### src/rtl/brick_update_writer.sv
// Brick-level memory writer: scans a level to count destructible bricks and
// applies collision hits (downgrade brick type, add score, track bricks left).
module brick_update_writer #(
    parameter int X_LIM = 10,
    parameter int Y_LIM = 8
) (
    input  logic       clk,
    input  logic       reset,
    input  logic       level_start,
    input  logic       hit_valid,
    output logic       hit_ready,
    input  logic [3:0] hit_x,
    input  logic [2:0] hit_y,
    output logic [7:0] mem_addr,
    output logic       mem_wren,
    output logic [2:0] mem_wdata,
    input  logic [2:0] mem_rdata,
    output logic [7:0] score,
    output logic [6:0] bricks_left,
    output logic       busy,
    output logic       update_done,
    output logic       level_cleared
);

    localparam int NCELL = X_LIM * Y_LIM;
    localparam int CW    = $clog2(NCELL + 1);

    typedef enum logic [2:0] {IDLE, SCAN, HIT_RD, HIT_CHK, HIT_WR} state_t;

    state_t        state, state_nx;
    logic [7:0]    hit_addr;
    logic          hit_ok;
    logic [2:0]    brick_t;
    logic [CW-1:0] scan_cnt;
    logic          scanned;
    logic [7:0]    addr_calc;
    logic          in_range;
    logic [8:0]    score_sum;

    function automatic logic is_destr(input logic [2:0] t);
        return (t >= 3'd1) && (t <= 3'd4);
    endfunction

    assign addr_calc = 8'(hit_x) + 8'd1 + 8'(32'(hit_y) * X_LIM);
    assign in_range  = (int'(hit_x) < X_LIM) && (int'(hit_y) < Y_LIM);
    assign score_sum = {1'b0, score} + {6'b0, brick_t};

    // state register and datapath
    always_ff @(posedge clk) begin
        if (reset) begin
            state       <= IDLE;
            hit_addr    <= '0;
            hit_ok      <= 1'b0;
            brick_t     <= '0;
            scan_cnt    <= '0;
            scanned     <= 1'b0;
            score       <= '0;
            bricks_left <= '0;
        end else begin
            state <= state_nx;
            case (state)
                IDLE: begin
                    if (level_start) begin
                        score       <= '0;
                        bricks_left <= '0;
                        scanned     <= 1'b0;
                        scan_cnt    <= '0;
                    end else if (hit_valid) begin
                        hit_addr <= addr_calc;
                        hit_ok   <= in_range;
                    end
                end
                SCAN: begin
                    scan_cnt <= scan_cnt + 1'b1;
                    // read data lags the address by one cycle
                    if (scan_cnt != '0 && is_destr(mem_rdata))
                        bricks_left <= bricks_left + 7'd1;
                    if (scan_cnt == CW'(NCELL))
                        scanned <= 1'b1;
                end
                HIT_CHK: brick_t <= mem_rdata;
                HIT_WR: begin
                    if (hit_ok && is_destr(brick_t)) begin
                        score <= score_sum[8] ? 8'hFF : score_sum[7:0];
                        if (brick_t == 3'd1 && bricks_left != '0)
                            bricks_left <= bricks_left - 7'd1;
                    end
                end
                default: ;
            endcase
        end
    end

    always_comb begin
        state_nx = state;
        case (state)
            IDLE: begin
                if (level_start)    state_nx = SCAN;
                else if (hit_valid) state_nx = HIT_RD;
            end
            SCAN:    if (scan_cnt == CW'(NCELL)) state_nx = IDLE;
            HIT_RD:  state_nx = HIT_CHK;
            HIT_CHK: state_nx = HIT_WR;
            HIT_WR:  state_nx = IDLE;
            default: state_nx = IDLE;
        endcase
    end

    always_comb begin
        hit_ready     = (state == IDLE) && !level_start;
        busy          = (state != IDLE);
        update_done   = (state == HIT_WR);
        mem_wren      = (state == HIT_WR) && hit_ok && is_destr(brick_t);
        mem_wdata     = mem_wren ? brick_t - 3'd1 : 3'd0;
        level_cleared = scanned && (bricks_left == '0);
        mem_addr      = 8'd0;
        case (state)
            SCAN:                    mem_addr = (scan_cnt < CW'(NCELL)) ? 8'(scan_cnt) + 8'd1 : 8'd0;
            HIT_RD, HIT_CHK, HIT_WR: mem_addr = hit_addr;
            default:                 mem_addr = 8'd0;
        endcase
    end

endmodule

### config.mk
export PLATFORM = sky130hd
export DESIGN_NAME = brick_update_writer
export DESIGN_NICKNAME = d
export VERILOG_FILES = /design/src/rtl/brick_update_writer.sv
export SDC_FILE = /design/constraint.sdc
export NUM_CORES = 1
export LEC_CHECK = 0
export ABC_AREA = 1
export CORE_ASPECT_RATIO = 1.75
export CORE_MARGIN = 2
export CORE_UTILIZATION = 59
export CTS_BUF_LIST = sky130_fd_sc_hd__clkbuf_4 sky130_fd_sc_hd__clkbuf_8
export DETAILED_ROUTE_END_ITERATION = 8
export GPL_ROUTABILITY_DRIVEN = 0
export GPL_TIMING_DRIVEN = 0
export PLACE_DENSITY = 0.88
export SLEW_MARGIN = 20
export SYNTH_ARGS = -nofsm -noshare
export SYNTH_HDL_FRONTEND = slang
export SYNTH_SLANG_ARGS = --single-unit
### constraint.sdc
create_clock -name clk -period 5.2 [get_ports clk]
set_input_delay 0.52 -clock clk [delete_from_list [all_inputs] [get_ports clk]]
set_output_delay 0.52 -clock clk [all_outputs]
set_load 0.05 [all_outputs]
After elaboration in Yosys (flattened, before gate mapping)

Cells that the tools add are included.

Bits in registers: 38
Bits in latches: 0
RAM bits: 0
Bits in read-only memories: 0
Input port bits: 14
Output and inout port bits: 31
Word-level logic and storage cells: 81
Memories: 0

Add/subtract/negate cells: 8
Multiply operators: 1
Div/mod/pow operators: 0
$lt $le $gt $ge: 6
Eq/ne operators: 12
Shifts and indexed selects: 0
Muxes and demuxes: 20
Bitwise gates (word level): 1
Reduce and logical (&&, ||, !) cells: 25

Operators with widths:

| operator                                                              | count |
|---|---|
| 8-bit two-way mux                                                     | 4 |
| 8-bit case mux with 2 select lines                                    | 2 |
| 7-bit two-way mux                                                     | 4 |
| 7-bit case mux with 3 select lines                                    | 1 |
| 7-bit by 1-bit adder with 7-bit output, second input constant         | 2 |
| 7-bit case mux with 2 select lines                                    | 1 |
| 7-bit nonzero test                                                    | 2 |
| 3-bit two-way mux                                                     | 4 |
| 3-bit case mux with 4 select lines                                    | 1 |
| 8-bit by 3-bit adder with 9-bit output                                | 1 |
| 1-bit logical AND                                                     | 9 |
| 3-bit AND reduction                                                   | 3 |
| 5-bit by 7-bit adder with 8-bit output                                | 1 |
| 7-bit by 1-bit adder with 8-bit output, second input constant         | 1 |
| 7-bit equality test, second input constant                            | 1 |
| 7-bit logical NOT                                                     | 1 |
| 7-bit < comparator, second input constant                             | 1 |
| 7-bit by 1-bit subtractor with 7-bit output, second input constant    | 1 |
| 3-bit by 1-bit equality test with 1-bit output, second input constant | 2 |
| 3-bit by 2-bit equality test with 1-bit output, second input constant | 2 |
| 3-bit by 1-bit >= comparator with 1-bit output, second input constant | 2 |
| 3-bit <= comparator, second input constant                            | 2 |
| 3-bit by 3-bit multiplier with 6-bit output, second input constant    | 1 |
| 2-bit inequality test, second input constant                          | 3 |
| other kinds (16)                                                      | 21 |

Depth between registers and ports, before layout

Word-level depth: 5
Depth in mapped cells: 14
Depth with buffers taken out: 14

Least setup slack after synthesis

Ideal clock, no wire load.

Path kind: reg2out
Start point: register state[1]
End point: output port mem_addr[4]
Data arrival time: 2067 ps
Data required time: 4680 ps
Slack: 2613 ps
Stages on the path, launching flop included: 6
Path buffers: 0
Path through: dfxtp_1 > nor2_1 > nand2_1 > inv_1 > a21oi_1 > o22ai_1

Word-level cells in the longest chain between the ends: 3

Ends and longest elaborated chain:

| element                            | line | text |
|---|---|---|
| start: declaration                 | 30   | `state_t state, state_nx;` |
| start signal: assignment           | 60   | `state <= state_nx;` |
| 3-bit equality test                | n/a  |  |
| via update_done                    | 21   | `output logic update_done,` |
| 3-bit OR reduction                 | 117  | `case (state)` |
| 8-bit case mux with 2 select lines | 117  |  |
| end: declaration                   | 14   | `output logic [7:0] mem_addr,` |

The timed path passes the listed nets, and every way through them passes these cells.

Worst setup path after layout

Start point: register brick_t[1]
End point: output port mem_wdata[2]

Word-level cells in the longest chain between the ends: 4

Ends and longest elaborated chain:

| element                                                                               | line | text |
|---|---|---|
| start: declaration                                                                    | 33   | `logic [2:0] brick_t;` |
| start signal: assignment                                                              | 81   | `HIT_CHK: brick_t <= mem_rdata;` |
| 3-bit by 1-bit >= comparator with 1-bit output or 3-bit <= comparator (tied branches) | 41   | `return (t >= 3'd1) && (t <= 3'd4);` |
| 1-bit logical AND                                                                     | 41   |  |
| 1-bit logical AND                                                                     | 113  | `mem_wren = (state == HIT_WR) && hit_ok && is_destr(brick_t);` |
| 3-bit two-way mux (*)                                                                 | 114  | `mem_wdata = mem_wren ? brick_t - 3'd1 : 3'd0;` |
| end: declaration                                                                      | 16   | `output logic [2:0] mem_wdata,` |

Every way passes the cells marked *; elsewhere a longest branch is shown, timed or not.

==> report_table.html <==
<table>
<tr><th>Metric</th><th>Value</th></tr>
<tr><th colspan="2">Status</th></tr>
<tr><td>Result of the run</td><td>finished, final reports clean</td></tr>
<tr><th colspan="2">Floorplanning</th></tr>
<tr><td>Floorplan Core Area</td><td>4150 um^2</td></tr>
<tr><td>DIE WIDTH</td><td>53.6 um</td></tr>
<tr><td>Effective utilization at floorplan</td><td>61.3%</td></tr>
<tr><td>Overall die area</td><td>4870 um^2</td></tr>
<tr><td>Std cell rows</td><td>31</td></tr>
<tr><td>Die height</td><td>90.8 um</td></tr>
<tr><td>Number of top-level pins</td><td>45</td></tr>
<tr><th colspan="2">Setup path</th></tr>
<tr><td>Longest individual stage delay on the worst path</td><td>0.80 ns</td></tr>
<tr><td>Worst reg-to-reg setup slack</td><td>3.13 ns</td></tr>
<tr><td>Cell with the biggest individual delay on the critical path</td><td>sky130_fd_sc_hd__clkdlybuf4s50_1</td></tr>
<tr><td>Kind of capture point of the worst setup path</td><td>primary output</td></tr>
<tr><td>Reg-to-reg startpoint</td><td>state[1]</td></tr>
<tr><td>Data arrival time of the critical path</td><td>2.65 ns</td></tr>
<tr><td>Crit path cell chain</td><td>inv_1 &gt; ha_1 &gt; inv_1 &gt; ha_1 &gt; nor2_1 &gt; nand2_1 &gt; nor2_1 &gt; buf_4 &gt; inv_1 &gt; nor2_1 &gt; clkdlybuf4s50_1</td></tr>
<tr><td>CP required</td><td>4.68 ns</td></tr>
<tr><td>Startpoint types</td><td>register</td></tr>
<tr><td>Crit path max-delay family</td><td>buffers and inverters</td></tr>
<tr><td>Critical path peak fanout</td><td>10</td></tr>
<tr><td>Category of the most critical setup path</td><td>register to primary output</td></tr>
<tr><td>Worst r2r path cells</td><td>11</td></tr>
<tr><td>Number of buffers and inverters on the critical path</td><td>5</td></tr>
<tr><td>FF-to-FF End</td><td>bricks_left[3]</td></tr>
<tr><th colspan="2">Timing</th></tr>
<tr><td>Transition time at the pin with the least slew margin</td><td>0.593 ns</td></tr>
<tr><td>Final critical path time including I/O delays and setup</td><td>3.17 ns</td></tr>
<tr><td>Final slew viol count</td><td>0</td></tr>
<tr><td>Upper clock frequency limit</td><td>315 MHz</td></tr>
<tr><td>Final-layout setup total negative slack</td><td>0 ns</td></tr>
<tr><td>Setup skew after layout</td><td>0.00771 ns</td></tr>
<tr><td>Final worst path period share</td><td>61.0%</td></tr>
<tr><td>Hold Fails Final Rpt</td><td>0</td></tr>
<tr><td>Slew Limit Headroom</td><td>60.4%</td></tr>
<tr><td>Final setup viols</td><td>0</td></tr>
<tr><td>RSZ-0062 raised after global routing</td><td>no</td></tr>
<tr><th colspan="2">Placement</th></tr>
<tr><td>Count of port buffers added during placement</td><td>44</td></tr>
<tr><td>DP HPWL</td><td>4900 um</td></tr>
<tr><td>Post-Place Cells</td><td>479</td></tr>
<tr><th colspan="2">Worst hold path</th></tr>
<tr><td>Classification of the worst-slack hold path</td><td>register to register</td></tr>
<tr><td>Destination of the worst hold path</td><td>hit_addr[0]</td></tr>
<tr><td>Number of cells on the worst hold path</td><td>2</td></tr>
<tr><td>Min-Delay Startpoint</td><td>hit_addr[0]</td></tr>
<tr><th colspan="2">Yosys</th></tr>
<tr><td>Predominant post-synthesis flop cell</td><td>sky130_fd_sc_hd__dfxtp_1</td></tr>
<tr><td>Number of enable flip-flop cells after synthesis</td><td>0</td></tr>
<tr><td>Net count of the mapped netlist</td><td>422</td></tr>
<tr><td>Number of instances in the synthesized netlist</td><td>386</td></tr>
<tr><td>Synthesized cell area</td><td>2540 um^2</td></tr>
<tr><td>Synthesized flop and latch total</td><td>38</td></tr>
<tr><td>Share of synthesized registers carrying an async set or reset</td><td>0%</td></tr>
<tr><td>Proportion of synthesized chip area in sequential cells</td><td>29.9%</td></tr>
<tr><td>Yosys warning total</td><td>0</td></tr>
<tr><td>Average size of a mapped cell</td><td>6.59 um^2</td></tr>
<tr><td>Cell variety after synth</td><td>29</td></tr>
<tr><th colspan="2">Clock network</th></tr>
<tr><td>Post-CTS clock slew at the launch and capture registers of the worst setup and hold paths</td><td>0.07 ns</td></tr>
<tr><td>TritonCTS clock tree</td><td>done</td></tr>
<tr><td>Root buffer cell</td><td>sky130_fd_sc_hd__clkbuf_8</td></tr>
<tr><td>CTS sink count</td><td>38</td></tr>
<tr><td>Maximum clock path buffer count</td><td>2</td></tr>
<tr><td>Num CTS Buffers</td><td>5</td></tr>
<tr><td>Buffers inserted during post-CTS setup optimization</td><td>0</td></tr>
<tr><td># resized after CTS</td><td>0</td></tr>
<tr><td>Deepest level of the CTS H-tree</td><td>2</td></tr>
<tr><td>Cts hold-fix bufs</td><td>0</td></tr>
<tr><td>Worst-skew pair later-pin latency</td><td>0.29 ns</td></tr>
<tr><th colspan="2">Global routing</th></tr>
<tr><td>First-pass GRT wire length</td><td>10,600 um</td></tr>
<tr><td>Grt peak-use layer</td><td>met2</td></tr>
<tr><td>Fraction of met1 tracks used by global routing</td><td>28.3%</td></tr>
<tr><td>Initial antenna violation count</td><td>0</td></tr>
<tr><td>Global-route usage over all layers</td><td>28.5%</td></tr>
<tr><td>GR Util met2</td><td>52.3%</td></tr>
<tr><td>Vias in the first global route</td><td>2,630</td></tr>
<tr><td>Maximum number of pins on one net before global-route repair</td><td>12</td></tr>
<tr><td>Met3 routing resource usage after global routing</td><td>3.31%</td></tr>
<tr><td>Leftover overflow at the end of global routing</td><td>0</td></tr>
<tr><th colspan="2">Power and ir drop</th></tr>
<tr><td>Max VDD drop</td><td>0.229 mV</td></tr>
<tr><td>Power density over the cells</td><td>236 nW/um^2</td></tr>
<tr><td>Leakage power figure</td><td>1.40 nW</td></tr>
<tr><th colspan="2">Final layout</th></tr>
<tr><td>Ratio of cells with drive above 1 in the final layout</td><td>5.49%</td></tr>
<tr><td>Final cell count without fillers</td><td>486</td></tr>
<tr><td>Area Growth Syn to Fin</td><td>23.0%</td></tr>
<tr><td>Antenna cell count</td><td>0</td></tr>
<tr><td>Filler cell count</td><td>339</td></tr>
<tr><td>Layout net count</td><td>473</td></tr>
<tr><th colspan="2">Route</th></tr>
<tr><td>Vias per cell</td><td>5.51</td></tr>
<tr><td>Total number of vias</td><td>2,680</td></tr>
<tr><td>DRC</td><td>0</td></tr>
<tr><td>1st-pass router iterations</td><td>4</td></tr>
<tr><td>Residual antenna-violating net count after detailed routing</td><td>0</td></tr>
<tr><td>Wire length after detailed routing</td><td>6280 um</td></tr>
<tr><td>Initial DRC count</td><td>66</td></tr>
<tr><td>Wire per inst</td><td>12.9 um</td></tr>
<tr><th colspan="2">Flow run</th></tr>
<tr><td>Max-cap violation count</td><td>0</td></tr>
</table>
-- worst min-delay path: cells and delay by family (launching register included) --
| kind | cells | cell delay [ns] |
|---|---|---|
| buffers and inverters | 1 | 0.06 |
| AO/OA/AOI/OAI | 1 | 0.06 |
| flip-flops | 1 | 0.30 |
-- cells by family (layout without fill, tap and decap cells) --
kind of cell | count (synthesis) | count (layout) | synth area share (%)
compound gates | 77 | 77 | 15.8
xor+xnor | 8 | 8 | 2.76
fa+ha+maj | 22 | 22 | 11.7
buf+inv | 65 | 116 | 10.1
flops | 38 | 38 | 29.9
simple gates | 176 | 176 | 29.7
-- worst max path at each step --
stage / startpoint / slack (ns) / cells past startpoint / endpoint
finish: brick_t[1] / 2.03 / 11 / mem_wdata[2]
floorplan: state[1] / 2.61 / 5 / mem_addr[4]
global route: brick_t[1] / 1.87 / 11 / mem_wdata[0]
global placement: brick_t[1] / 2.39 / 11 / mem_wdata[1]
detailed placement: brick_t[1] / 2.32 / 11 / mem_wdata[2]
CTS: brick_t[1] / 2.01 / 11 / mem_wdata[2]
-- registers in the layout, indices dropped and copies added, names as in the netlist --
register	flops
hit_addr	8
score	8
scan_cnt	7
bricks_left	7
scanned	1
state	3
hit_ok	1
brick_t	3
-- routing by layer --
layer,vias up,share of wire (%)
met3,31,3.0
met2,76,54
li1,1351,-
met1,1222,38
met4,0,5.0
met5,-,0
-- layout make-up --
class / count / area [um^2] / share of cell area, %
multi-input cells: 283 / 1530 / 48.8
inverters: 59 / 221 / 7.08
repair buffers: 44 / 440 / 14.1
plain buffers: 6 / 35.0 / 1.12
clock inverters: 1 / 7.51 / 0.240
flip-flops and latches: 38 / 761 / 24.3
clock buffers: 6 / 76.3 / 2.44
well taps: 49 / 61.3 / 1.96
-- power breakdown --
part / internal, mW / switching [mW]
combinational: 0.0734 / 0.148
clock: 0.0972 / 0.103
sequential: 0.305 / 0.0119
total: 0.475 / 0.263
-- cell usage in the layout, fill, tap and decap left out, types with 2 or more instances in the layout --
cell	netlist	routed
sky130_fd_sc_hd__xor2_1	6	6
sky130_fd_sc_hd__nand3_1	22	22
sky130_fd_sc_hd__nand2_2	2	2
sky130_fd_sc_hd__nor2_2	4	4
sky130_fd_sc_hd__o22ai_1	7	7
sky130_fd_sc_hd__nor3_1	6	6
sky130_fd_sc_hd__a21oi_1	45	45
sky130_fd_sc_hd__clkdlybuf4s50_1	0	44
sky130_fd_sc_hd__clkbuf_8	0	5
sky130_fd_sc_hd__xnor2_1	2	2
sky130_fd_sc_hd__inv_2	4	4
sky130_fd_sc_hd__inv_1	55	55
sky130_fd_sc_hd__nand4_1	5	5
sky130_fd_sc_hd__ha_1	19	19
sky130_fd_sc_hd__dfxtp_1	38	38
sky130_fd_sc_hd__o21ai_0	20	20
sky130_fd_sc_hd__nor2_1	38	38
sky130_fd_sc_hd__nand2_1	93	93
sky130_fd_sc_hd__fa_1	3	3
sky130_fd_sc_hd__o211ai_1	2	2
sky130_fd_sc_hd__o21ai_1	2	2
sky130_fd_sc_hd__nor2_4	2	2
sky130_fd_sc_hd__clkbuf_1	3	3
-- cell usage after synthesis, types with 2 or more instances --
| master | instances | area [um^2] |
|---|---|---|
| sky130_fd_sc_hd__a21oi_1 | 45 | 225 |
| sky130_fd_sc_hd__clkbuf_1 | 3 | 11.3 |
| sky130_fd_sc_hd__dfxtp_1 | 38 | 761 |
| sky130_fd_sc_hd__fa_1 | 3 | 60.1 |
| sky130_fd_sc_hd__ha_1 | 19 | 238 |
| sky130_fd_sc_hd__inv_1 | 55 | 206 |
| sky130_fd_sc_hd__inv_2 | 4 | 15.0 |
| sky130_fd_sc_hd__nand2_1 | 93 | 349 |
| sky130_fd_sc_hd__nand2_2 | 2 | 12.5 |
| sky130_fd_sc_hd__nand3_1 | 22 | 110 |
| sky130_fd_sc_hd__nand4_1 | 5 | 31.3 |
| sky130_fd_sc_hd__nor2_1 | 38 | 143 |
| sky130_fd_sc_hd__nor2_2 | 4 | 25.0 |
| sky130_fd_sc_hd__nor2_4 | 2 | 22.5 |
| sky130_fd_sc_hd__nor3_1 | 6 | 30.0 |
| sky130_fd_sc_hd__o211ai_1 | 2 | 15.0 |
| sky130_fd_sc_hd__o21ai_0 | 20 | 100 |
| sky130_fd_sc_hd__o21ai_1 | 2 | 10.0 |
| sky130_fd_sc_hd__o22ai_1 | 7 | 43.8 |
| sky130_fd_sc_hd__xnor2_1 | 2 | 17.5 |
| sky130_fd_sc_hd__xor2_1 | 6 | 52.6 |
-- through the flow --
step | power, mW | hold WS [ns] | cell area (um^2) | setup WS [ns] | util, %
2_1_floorplan | 0.476 | 0.430 | 2540 | 2.61 | -
3_3_place_gp | 0.536 | 0.446 | 3040 | 2.39 | 73.3
3_5_place_dp | 0.542 | 0.454 | 3040 | 2.32 | 73.3
4_1_cts | 0.739 | 0.467 | 3130 | 2.01 | 75.4
5_1_grt | 0.772 | 0.504 | 3130 | 1.87 | 75.4
6_report | 0.738 | 0.468 | 3130 | 2.03 | 75.4
Note: power is estimated with default switching activity, not from simulation.
